===== config.mk =====
export PLATFORM = sky130hd
export DESIGN_NAME = amiga_daug_dram_ctl
export DESIGN_NICKNAME = d
export VERILOG_FILES = /design/src/rtl/amiga_daug_dram_ctl.sv
export SDC_FILE = /design/constraint.sdc
export NUM_CORES = 1
export LEC_CHECK = 0
export CAP_MARGIN = 15
export CORE_UTILIZATION = 55
export DETAILED_ROUTE_END_ITERATION = 16
export PLACE_DENSITY_LB_ADDON = 0.3
export SYNTH_ARGS = -nofsm -noshare
export SYNTH_HDL_FRONTEND = slang
export SYNTH_SLANG_ARGS = --single-unit

===== constraint.sdc =====
create_clock -name clk -period 5.6 [get_ports clk]
set_clock_uncertainty 0.15 [all_clocks]
set_input_delay 0.84 -clock clk [delete_from_list [all_inputs] [get_ports clk]]
set_output_delay 0.84 -clock clk [all_outputs]
set_load 0.02 [all_outputs]

===== src/rtl/amiga_daug_dram_ctl.sv =====
// A1000 daughterboard DRAM sequencer: 68000 access vs RAS-only refresh, strobe generation.
// Optional build macro DAUG_WPRO_EN: writes with WPRO=1 are acknowledged but never reach the DRAM.
module amiga_daug_dram_ctl #(
  parameter int REF_INTERVAL = 108,
  parameter int T_RAS        = 2,
  parameter int T_CAS        = 2,
  parameter int T_RP         = 2
) (
  input  logic       clk,
  input  logic       rst,
  input  logic       sel,
  input  logic       as_n,
  input  logic       uds_n,
  input  logic       lds_n,
  input  logic       prw_n,
  input  logic       wpro,
  output logic       ras_n,
  output logic       ucas_n,
  output logic       lcas_n,
  output logic       col,
  output logic       we_n,
  output logic       cdr_n,
  output logic       cdw_n,
  output logic       dae_n,
  output logic [7:0] ref_row,
  output logic       dtack_n,
  output logic       ref_miss
);

  localparam int TW = (REF_INTERVAL > 1) ? $clog2(REF_INTERVAL) : 1;
  localparam logic [TW-1:0] TIMER_MAX = TW'(REF_INTERVAL - 1);
  localparam logic [3:0] RAS_LAST = 4'(T_RAS - 1);
  localparam logic [3:0] CAS_LAST = 4'(T_CAS - 1);
  localparam logic [3:0] RP_LAST  = 4'(T_RP - 1);

  typedef enum logic [2:0] {IDLE, ROW, COLW, CAS, HOLD, PRE, RROW, RCAS} state_t;

  state_t        state_reg, state_next;
  logic [3:0]    cnt_reg, cnt_next;
  logic [TW-1:0] timer_reg;
  logic          ref_pend_reg, ref_miss_reg;
  logic [7:0]    ref_row_reg;
  logic          timer_wrap, ref_req, ref_done, wr_block;

  logic ras_reg, ucas_reg, lcas_reg, col_reg, we_reg, cdr_reg, cdw_reg, dae_reg, dtack_reg;
  logic ras_next, ucas_next, lcas_next, col_next, we_next, cdr_next, cdw_next, dae_next, dtack_next;

`ifdef DAUG_WPRO_EN
  assign wr_block = wpro && !prw_n;
`else
  logic wpro_unused;
  assign wpro_unused = wpro;
  assign wr_block    = 1'b0;
`endif

  assign timer_wrap = (timer_reg == TIMER_MAX);
  // A tick landing on the same edge as an access still wins the arbitration.
  assign ref_req    = ref_pend_reg || timer_wrap;

  always_comb begin
    state_next = state_reg;
    cnt_next   = cnt_reg + 4'd1;
    ref_done   = 1'b0;
    case (state_reg)
      IDLE: begin
        cnt_next = '0;
        if (ref_req)
          state_next = RROW;
        else if (sel && !as_n)
          state_next = ROW;
      end
      ROW: begin
        if (as_n) begin
          state_next = PRE;
          cnt_next   = '0;
        end else if (cnt_reg == RAS_LAST) begin
          state_next = prw_n ? CAS : COLW;
          cnt_next   = '0;
        end
      end
      COLW: begin
        cnt_next = '0;
        if (as_n)
          state_next = PRE;
        else if (!(uds_n && lds_n))
          state_next = CAS;
      end
      CAS: begin
        if (as_n) begin
          state_next = PRE;
          cnt_next   = '0;
        end else if (cnt_reg == CAS_LAST) begin
          state_next = HOLD;
          cnt_next   = '0;
        end
      end
      HOLD: begin
        cnt_next = '0;
        if (as_n)
          state_next = PRE;
      end
      PRE: begin
        if (cnt_reg == RP_LAST) begin
          state_next = IDLE;
          cnt_next   = '0;
        end
      end
      RROW: begin
        if (cnt_reg == RAS_LAST) begin
          state_next = RCAS;
          cnt_next   = '0;
        end
      end
      RCAS: begin
        if (cnt_reg == CAS_LAST) begin
          state_next = PRE;
          cnt_next   = '0;
          ref_done   = 1'b1;
        end
      end
      default: begin
        state_next = IDLE;
        cnt_next   = '0;
      end
    endcase

    // Strobes are registered from the state being entered, so they switch cleanly on the edge.
    ras_next   = 1'b1;
    ucas_next  = 1'b1;
    lcas_next  = 1'b1;
    col_next   = 1'b0;
    we_next    = 1'b1;
    cdr_next   = 1'b1;
    cdw_next   = 1'b1;
    dae_next   = 1'b1;
    dtack_next = 1'b1;
    case (state_next)
      ROW: ras_next = 1'b0;
      COLW: begin
        ras_next = 1'b0;
        col_next = 1'b1;
      end
      CAS: begin
        ras_next = 1'b0;
        col_next = 1'b1;
        if (!wr_block) begin
          ucas_next = uds_n;
          lcas_next = lds_n;
          we_next   = prw_n;
          cdw_next  = prw_n;
          cdr_next  = !prw_n;
        end
      end
      HOLD: begin
        ras_next   = 1'b0;
        col_next   = 1'b1;
        ucas_next  = ucas_reg;
        lcas_next  = lcas_reg;
        we_next    = we_reg;
        cdr_next   = cdr_reg;
        cdw_next   = cdw_reg;
        dtack_next = 1'b0;
      end
      RROW, RCAS: begin
        ras_next = 1'b0;
        dae_next = 1'b0;
      end
      default: ;
    endcase
  end

  always_ff @(posedge clk) begin
    if (rst) begin
      state_reg    <= IDLE;
      cnt_reg      <= '0;
      timer_reg    <= '0;
      ref_pend_reg <= 1'b0;
      ref_miss_reg <= 1'b0;
      ref_row_reg  <= '0;
      ras_reg      <= 1'b1;
      ucas_reg     <= 1'b1;
      lcas_reg     <= 1'b1;
      col_reg      <= 1'b0;
      we_reg       <= 1'b1;
      cdr_reg      <= 1'b1;
      cdw_reg      <= 1'b1;
      dae_reg      <= 1'b1;
      dtack_reg    <= 1'b1;
    end else begin
      state_reg <= state_next;
      cnt_reg   <= cnt_next;
      timer_reg <= timer_wrap ? '0 : timer_reg + 1'b1;
      // A fresh tick outranks the clear from a refresh finishing on the same edge.
      if (timer_wrap) begin
        ref_pend_reg <= 1'b1;
        if (ref_pend_reg && !ref_done)
          ref_miss_reg <= 1'b1;
      end else if (ref_done) begin
        ref_pend_reg <= 1'b0;
      end
      if (ref_done)
        ref_row_reg <= ref_row_reg + 8'd1;
      ras_reg   <= ras_next;
      ucas_reg  <= ucas_next;
      lcas_reg  <= lcas_next;
      col_reg   <= col_next;
      we_reg    <= we_next;
      cdr_reg   <= cdr_next;
      cdw_reg   <= cdw_next;
      dae_reg   <= dae_next;
      dtack_reg <= dtack_next;
    end
  end

  assign ras_n    = ras_reg;
  assign ucas_n   = ucas_reg;
  assign lcas_n   = lcas_reg;
  assign col      = col_reg;
  assign we_n     = we_reg;
  assign cdr_n    = cdr_reg;
  assign cdw_n    = cdw_reg;
  assign dae_n    = dae_reg;
  assign dtack_n  = dtack_reg;
  assign ref_row  = ref_row_reg;
  assign ref_miss = ref_miss_reg;

endmodule


=== Word-level counts from Yosys, hierarchy flattened ===
Cells that the tools add are included.

* Bits in registers: 32
* Input bits: 8
* Output and inout bits: 18
* Word-level logic and storage cells: 78

* Add/subtract/negate cells: 3
* Eq/ne operators: 15
* Mux-type cells: 29
* Reduce and logical (&&, ||, !) cells: 17

{| class="wikitable"
|+ Operators by type and width
! cell !! number
|-
| 3-bit 2-to-1 mux || 12
|-
| 3-bit case mux with 8 select lines || 1
|-
| 3-bit == test, second input constant || 7
|-
| 3-bit by 2-bit == test with 1-bit output, second input constant || 4
|-
| 4-bit case mux with 3 select lines || 1
|-
| 1-bit 2-to-1 mux || 9
|-
| 3-bit OR reduction || 3
|-
| 8-bit by 1-bit adder with 8-bit output, second input constant || 1
|-
| 4-bit 2-to-1 mux || 2
|-
| 1-bit case mux with 2 select lines || 4
|-
| 7-bit by 1-bit adder with 7-bit output, second input constant || 1
|-
| 7-bit == test, second input constant || 1
|-
| 3-bit by 1-bit == test with 1-bit output, second input constant || 2
|-
| 2-bit OR reduction || 3
|-
| 6-bit OR reduction || 1
|-
| 4-bit by 1-bit adder with 4-bit output, second input constant || 1
|-
| 4-bit by 1-bit == test with 1-bit output, second input constant || 1
|-
| 1-bit logical AND || 3
|-
| 1-bit logical NOT || 3
|-
| 3-bit logical NOT || 1
|-
| 2-bit AND reduction || 1
|-
| 2-bit nonzero test || 1
|-
| 1-bit logical OR || 1
|}

=== Logic depth before layout (Yosys ltp) ===
* Depth after elaboration: 8
* Mapped depth: 7
* Depth with buffers taken out: 7

=== Worst setup path before layout ===
OpenSTA, ideal clock, no wires.

* Path kind: input -> register
* Start: in as_n
* End: reg col_reg, in the netlist col
* Data arrival time: 1.984 ns
* Data required time: 5.335 ns
* Path slack: 3.351 ns
* Stages: 5
* Path buffers: 0
* Cell sequence: or4b_1 > a211o_1 > nand4_4 > nor3_2 > o21ba_1

* Word-level cells in the longest chain between the ends: 8

{| class="wikitable"
|+ RTL lines
! item !! line !! RTL
|-
| start: declaration || 12 || <nowiki>input logic as_n,</nowiki>
|-
| 1-bit logical NOT || 69 || <nowiki>else if (sel && !as_n)</nowiki>
|-
| 1-bit logical AND || 69 ||
|-
| 3-bit 2-to-1 mux || 69 ||
|-
| 3-bit 2-to-1 mux || 67 || <nowiki>if (ref_req)</nowiki>
|-
| 3-bit case mux with 8 select lines * || 64 || <nowiki>case (state_reg)</nowiki>
|-
| 3-bit by 2-bit == test with 1-bit output / 3-bit == test (equally long branches) || 137 || <nowiki>case (state_next)</nowiki>
|-
| 3-bit OR reduction (no line) * || n/a ||
|-
| 1-bit 2-to-1 mux * || 137 ||
|-
| end signal: assignment || 206 || <nowiki>col_reg <= col_next;</nowiki>
|-
| end: declaration || 45 || <nowiki>logic ras_reg, ucas_reg, lcas_reg, col_reg, we_reg, cdr_reg, cdw_reg, dae_reg, dtack_reg;</nowiki>
|}

Every way passes the cells marked *; elsewhere a longest branch is shown, timed or not.
A chain may end at the register's enable or synchronous reset.

=== Worst setup path in the final report ===
Ends and elaborated chain as after synthesis.

==> summary.txt <==
Drt
  • Vias: roughly 1200
  • Drt total wl: 2.83 mm
  • Drt pass-1 iters: 4
  • Initial DRC Count: 6
  • WL per Instance: 13.1 um
  • Average vias per placed instance: 5.47
  • Number of remaining DRC errors: 0
  • Antenna-violating nets left: 0

Power and ir drop
  • Worst vdd ir: 0.000425 V
  • Sequential fraction of design power: between 30% and 40%
  • Switching Fraction: 33.7%
  • Power density cells: 409 mW/mm^2
  • Clock group share of total power: 26.7%
  • P_sw: ~0.25 mW
  • Leakage: slightly below 0.7 nW
  • P_int: 0.490 mW
  • Comb power frac: 34.2%

CTS
  • TritonCTS clock tree: done
  • Post-CTS Hold Buffers: 0
  • CTS max path bufs: 2
  • CTS root buf: clkbuf_4
  • Clock Sinks: 32
  • Total CTS buffers: 5
  • Reg clk slew, reported paths: about 0.10 ns
  • # H-tree levels: 2
  • Post_cts resized: 0
  • Worst-Skew Late Latency: ~0.34 ns
  • Post CTS Setup Buffer Count: 0

Layout
  • Area Growth Syn to Fin: 22.5%
  • Fill cells: 192
  • # diodes: 0
  • Max FFs per register: 8
  • Non-Filler Instances: 215
  • Area of the multi-input gates: 786 sq um
  • Layout cells sized above 1: 9.73%
  • Post-layout util: about 72%
  • Register area: 641 sq um
  • Final net count: 196
  • Post-route cell area: 0.00181 sq mm

Timing
  • Final Hold Viols: 0
  • Period utilisation layout: 44.8%
  • Final hold slack: 0.303 ns
  • Setup violators final: 0
  • Min cycle time layout: around 2.5 ns
  • Setup TNS: 0 ns
  • Worst slew margin: 38.1%
  • Max Slew Vio Count: 0
  • RSZ-0062 raised after global routing: no
  • Max Freq: roughly 400 MHz
  • Least-Margin Pin Slew: 0.925 ns

Synthesis
  • Mapped Avg Cell Area: 9.24 sq um
  • YS warnings: 0
  • Post-synth cell types: 43
  • Post-Syn Instances: 160
  • Largest family of logic cells by synthesized area: simple AND/OR/NAND/NOR gates
  • Top cell type's share of synthesized area: 43.4%
  • Cells taking the most area after synthesis: dfxtp_1 (43%), nor2_1 (7.4%), xor2_1 (4.7%), xnor2_1 (4.1%), ha_1 (3.4%)
  • Synth area leader: dfxtp_1
  • EDFF count, synth: 0
  • Ys flop type: dfxtp_1
  • Post-synth ARST share: 0%
  • Xor/xnor cell area share of the yosys netlist: under 10%
  • Yosys reg bits: 32
  • Most frequent cells after synthesis: dfxtp_1 (32), nor2_1 (29), nand3_1 (9)
  • Count leader, synth: dfxtp_1
  • Post-synthesis sequential area ratio: 43.4%
  • Syn_nets: roughly 170
  • Synthesized area: 0.00148 sq mm
  • Adder-cell share of the synthesized area: 3.39%
  • Mux cell area share after synthesis: 0.677%
  • Post-Synth Simple-Gate Area: 26.8%
  • Compound-cell area share of the yosys netlist: between 10% and 20%

Floorplan
  • Total die area: 0.00290 sq mm
  • Total core area: around 0.0025 sq mm
  • Die width: about 54 um
  • Effective utilization at floorplan: 59.1%
  • Die H: around 54 um
  • Boundary pin count: 26
  • Placement Rows: 18

GRT
  • First-pass GRT wire length: 4.57 mm
  • Total Routing Usage GR: 22.8%
  • GRT overflow: 0
  • Largest net degree at the start of global routing: 29
  • Initial antenna violation count: 0
  • Number of global-route vias before repair: 1130

Worst setup path
  • Worst R2R End: cdr_n
  • WP data required: 5.69 ns
  • Reg-to-reg critical path startpoint: cnt_reg[0]
  • Critical path launch point type: primary input
  • Crit. End Element: flip-flop
  • Crit. Startpoint: as_n
  • End point of the critical path: col
  • Crit path arrival time: 2.60 ns
  • Worst r2r path cells: 6
  • R2R Setup Slk: 3.55 ns
  • CP max FO: 8
  • Crit Path Category: primary input to flip-flop

Placement
  • Post-DP HPWL: 2.01 mm
  • IO Port Bufs: 24
  • Post-place instance area: 0.00172 sq mm
  • Placed cells: 207
  • RePlAce Congestion: 0.728

Worst hold path
  • Hold WC Path Type: flip-flop to flip-flop

Run status
  • Status: completed

Flow run
  • Max-Cap Viols: 0
per-stage QoR:
stage / power [mW] / worst slack, ns
finish: 0.740 / 3.09
global route: 0.782 / 3.06
floorplan: 0.490 / 3.35
detailed placement: 0.545 / 2.75
global placement: 0.537 / 2.77
CTS: 0.743 / 3.13
worst min path at each step:
stage | from | end | slack [ns] | cells after the start
final | timer_reg[0] | timer_reg[0] | 0.30 | 1
after global routing | timer_reg[0] | timer_reg[0] | 0.33 | 1
after CTS | timer_reg[0] | timer_reg[0] | 0.30 | 1
after detailed placement | timer_reg[0] | timer_reg[0] | 0.29 | 1
after global placement | timer_reg[0] | timer_reg[0] | 0.28 | 1
after floorplan | timer_reg[0] | timer_reg[0] | 0.27 | 1
metal layers:
layer  vias to the layer above  part of all wire, %  track usage, %
met5                         -                    0               0
met4                         0                  3.0            15.4
met3                        11                  3.4            5.93
met2                        21                   50            39.9
met1                       544                   44            23.7
li1                        601                    -               -
layout by cell type (no fill, tap or decap), types with 2 or more instances in the layout:
| cell type | instances |
|---|---|
| xor2_1 | 8 |
| dfxtp_1 | 32 |
| nand4_1 | 2 |
| clkbuf_4 | 5 |
| nor3b_2 | 2 |
| nor2_1 | 29 |
| nor3b_1 | 3 |
| a211o_1 | 2 |
| clkbuf_8 | 2 |
| a32oi_1 | 4 |
| nor2b_1 | 5 |
| and3_1 | 2 |
| inv_1 | 3 |
| xnor2_1 | 7 |
| or2_1 | 2 |
| a211oi_2 | 2 |
| o21ai_0 | 3 |
| nand3_1 | 9 |
| clkdlybuf4s50_1 | 24 |
| a21oi_1 | 6 |
| ha_1 | 4 |
| nand2_1 | 8 |
worst max-delay path: stages:
cell	delay, ns
clkdlybuf4s50_1	0.47
or4b_1	0.57
a211o_1	0.29
nand4_4	0.15
nor3_2	0.09
o21ba_1	0.20
cell type report:
class                   instances  share of cell area (%)
clock buffers                   7                    3.59
repair buffers                 24                    13.3
clock inverters                 1                    1.66
well taps                      30                    2.07
inverters                       3                   0.622
multi-input cells             118                    43.4
flip-flops and latches         32                    35.4
kinds of logic after synthesis:
kind of cell / after synthesis
buffers and inverters: 10
adders and majority gates: 4
xor gates and xnor gates: 15
DFF: 32
muxes: 1
AOI/OAI and AO/OA: 26
and+or+nand+nor: 72
power groups by stage:
stage	Sequential, mW	Combinational [mW]	Clock (mW)
global placement	0.292	0.245	0
finish	0.289	0.253	0.197
detailed placement	0.294	0.251	0
floorplan	0.290	0.199	0
global route	0.294	0.278	0.210
CTS	0.290	0.253	0.200
Power figures use the tool's default switching activity.
==> variant (same flow settings) <==
Change the parameter `REF_INTERVAL` from 108 to 216.
--- a/src/rtl/amiga_daug_dram_ctl.sv
+++ b/src/rtl/amiga_daug_dram_ctl.sv
@@ -1,7 +1,7 @@
 // A1000 daughterboard DRAM sequencer: 68000 access vs RAS-only refresh, strobe generation.
 // Optional build macro DAUG_WPRO_EN: writes with WPRO=1 are acknowledged but never reach the DRAM.
 module amiga_daug_dram_ctl #(
-  parameter int REF_INTERVAL = 108,
+  parameter int REF_INTERVAL = 216,
   parameter int T_RAS        = 2,
   parameter int T_CAS        = 2,
   parameter int T_RP         = 2
Formal check against the unedited RTL: same outputs for any inputs over 10 cycles, from zero or initial values and one cycle with rst high; that may be too few to reach the edited logic, so the function may still have changed.
==> variant against the original RTL <==
- total power increased by 5.4%
- combinational power increased by 17%
- routed wire length rose by 0.11%
- worst setup slack improved by 0.12 ns
- sequential cell count increased by 1
- design area grew 0.28%
- fmax up 5.2%
- clock power down 6%
- area after synthesis grew 0.42%
==> variant: results (changes against the original RTL) <==
metric,value,unit,change
Max H-tree Level,2,,unchanged
first-pass GRT wire length,4.56,mm,-0.31%
Static Leak,0.000718,uW,+5.5%
Post-route DRC,0,,unchanged
antenna violations before repair,0,,unchanged
Worst path max stage delay,0.63,ns,+0.06 ns
PortBufs,24,,unchanged
# Post-CTS Setup Buffers,0,,unchanged
layout cell share with drive strength beyond 1,0.0895,,-0.00782
root buffer cell,clkbuf_4,,
Vias,1237,,+5.1%
Clock Pin Slew Worst Setup and Hold Paths,0.10,ns,about the same
maximum VDD drop,0.449,mV,+5.7%
Synth Flop Type,dfxtp_1,,
1st-iter DRT viols,17,,+11
hpwl dp,2.07,mm,+3.3%
clock tree buffer depth,2,,unchanged
vias in the first global route,1087,,-3.8%
crit-path leading delay family,buffers and inverters,,
NumNets Final,201,,+2.6%
PostCTS Resize Cnt,0,,unchanged
Post-synth top cells,"nor2_1, dfxtp_1, nand2_1, nand3_1, xor2_1",,
Relative slew margins,0.439,,+0.0573
post-synthesis cell type count,42,,-2.3%
status,"finished, final reports clean",,
"Seq/Total Area, Yosys",0.445,,+0.0117
Pre-Repair DR Iteration Count,4,,unchanged
Synth area leaders,"dfxtp_1, nor2_1, xor2_1",,
"FFs w/ async S/R, synth",0,,unchanged
critical path arrival,1.40,ns,-1.20 ns
total track usage,0.229,,+0.000777
Crit Path Max Fanout,5,,-3
CTS Buf Count,5,,unchanged
Mapped Nets,177,,+2.9%
largest net degree at the start of global routing,27,,-6.9%
Worst Hold Class,reg2reg,,
diodes inserted,0,,unchanged
synth warn,0,,unchanged
Final GP Congestion,0.813,,+12%
slowest CP cell,clkdlybuf4s50_1,,
drt total wl,2.83,mm,+0.11%
## variant: power by group
group          switching, uW  total [uW]  internal [uW]
logic                    165         296            131
clock network           78.2         185            107
registers               33.6         299            265
total                    277         780            503
## variant: final cells by class
cell class,count,area [um^2]
repair buffers,24,240
well taps,30,37.5
multi-input cells,121,777
clock inverters,1,30.0
inverters,4,15.0
flip-flops and latches,33,661
clock buffers,7,55.1
fillers,203,707
## variant: path summary, 6_finish.rpt
kind / from / depth (start not counted) / to / slack, ns
min reg2reg: timer_reg[0]$_SDFF_PP0_ / 1 / timer_reg[0]$_SDFF_PP0_ / 0.30
min: timer_reg[0]$_SDFF_PP0_ / 1 / timer_reg[0]$_SDFF_PP0_ / 0.30
max reg2reg: cnt_reg[0]$_SDFF_PP0_ / 6 / ras_n$_SDFF_PP1_ / 3.41
max: ref_row[2]$_SDFFE_PP0P_ / 1 / ref_row[2] / 3.21
## variant: kinds of logic (layout without fill, tap and decap cells)
logic type / after synthesis / count (layout) / synth area share
AO/OA/AOI/OAI: 23 / 23 / 0.131
XOR/XNOR: 15 / 15 / 0.0885
AND/OR/NAND/NOR: 79 / 79 / 0.271
buffers and inverters: 11 / 36 / 0.0312
adder cells (fa/ha/maj): 4 / 4 / 0.0337
flip-flops: 33 / 33 / 0.445
## variant: routing by layer
layer / GRT usage / up-vias / wire length (um)
met3: 0.0932 / 5 / 136
met2: 0.393 / 31 / 1390
li1: - / 622 / -
met1: 0.246 / 579 / 1260
met5: 0 / - / 0
met4: 0.0965 / 0 / 39
## variant: through the flow
step	util	setup WS [ns]	instance area (um^2)	cells
after CTS	0.720	3.20	1820	220
final	0.720	3.21	1820	220
after detailed placement	0.686	2.89	1730	212
after global routing	0.720	3.13	1820	220
after global placement	0.686	2.91	1730	212
after floorplan	-	3.49	1480	165
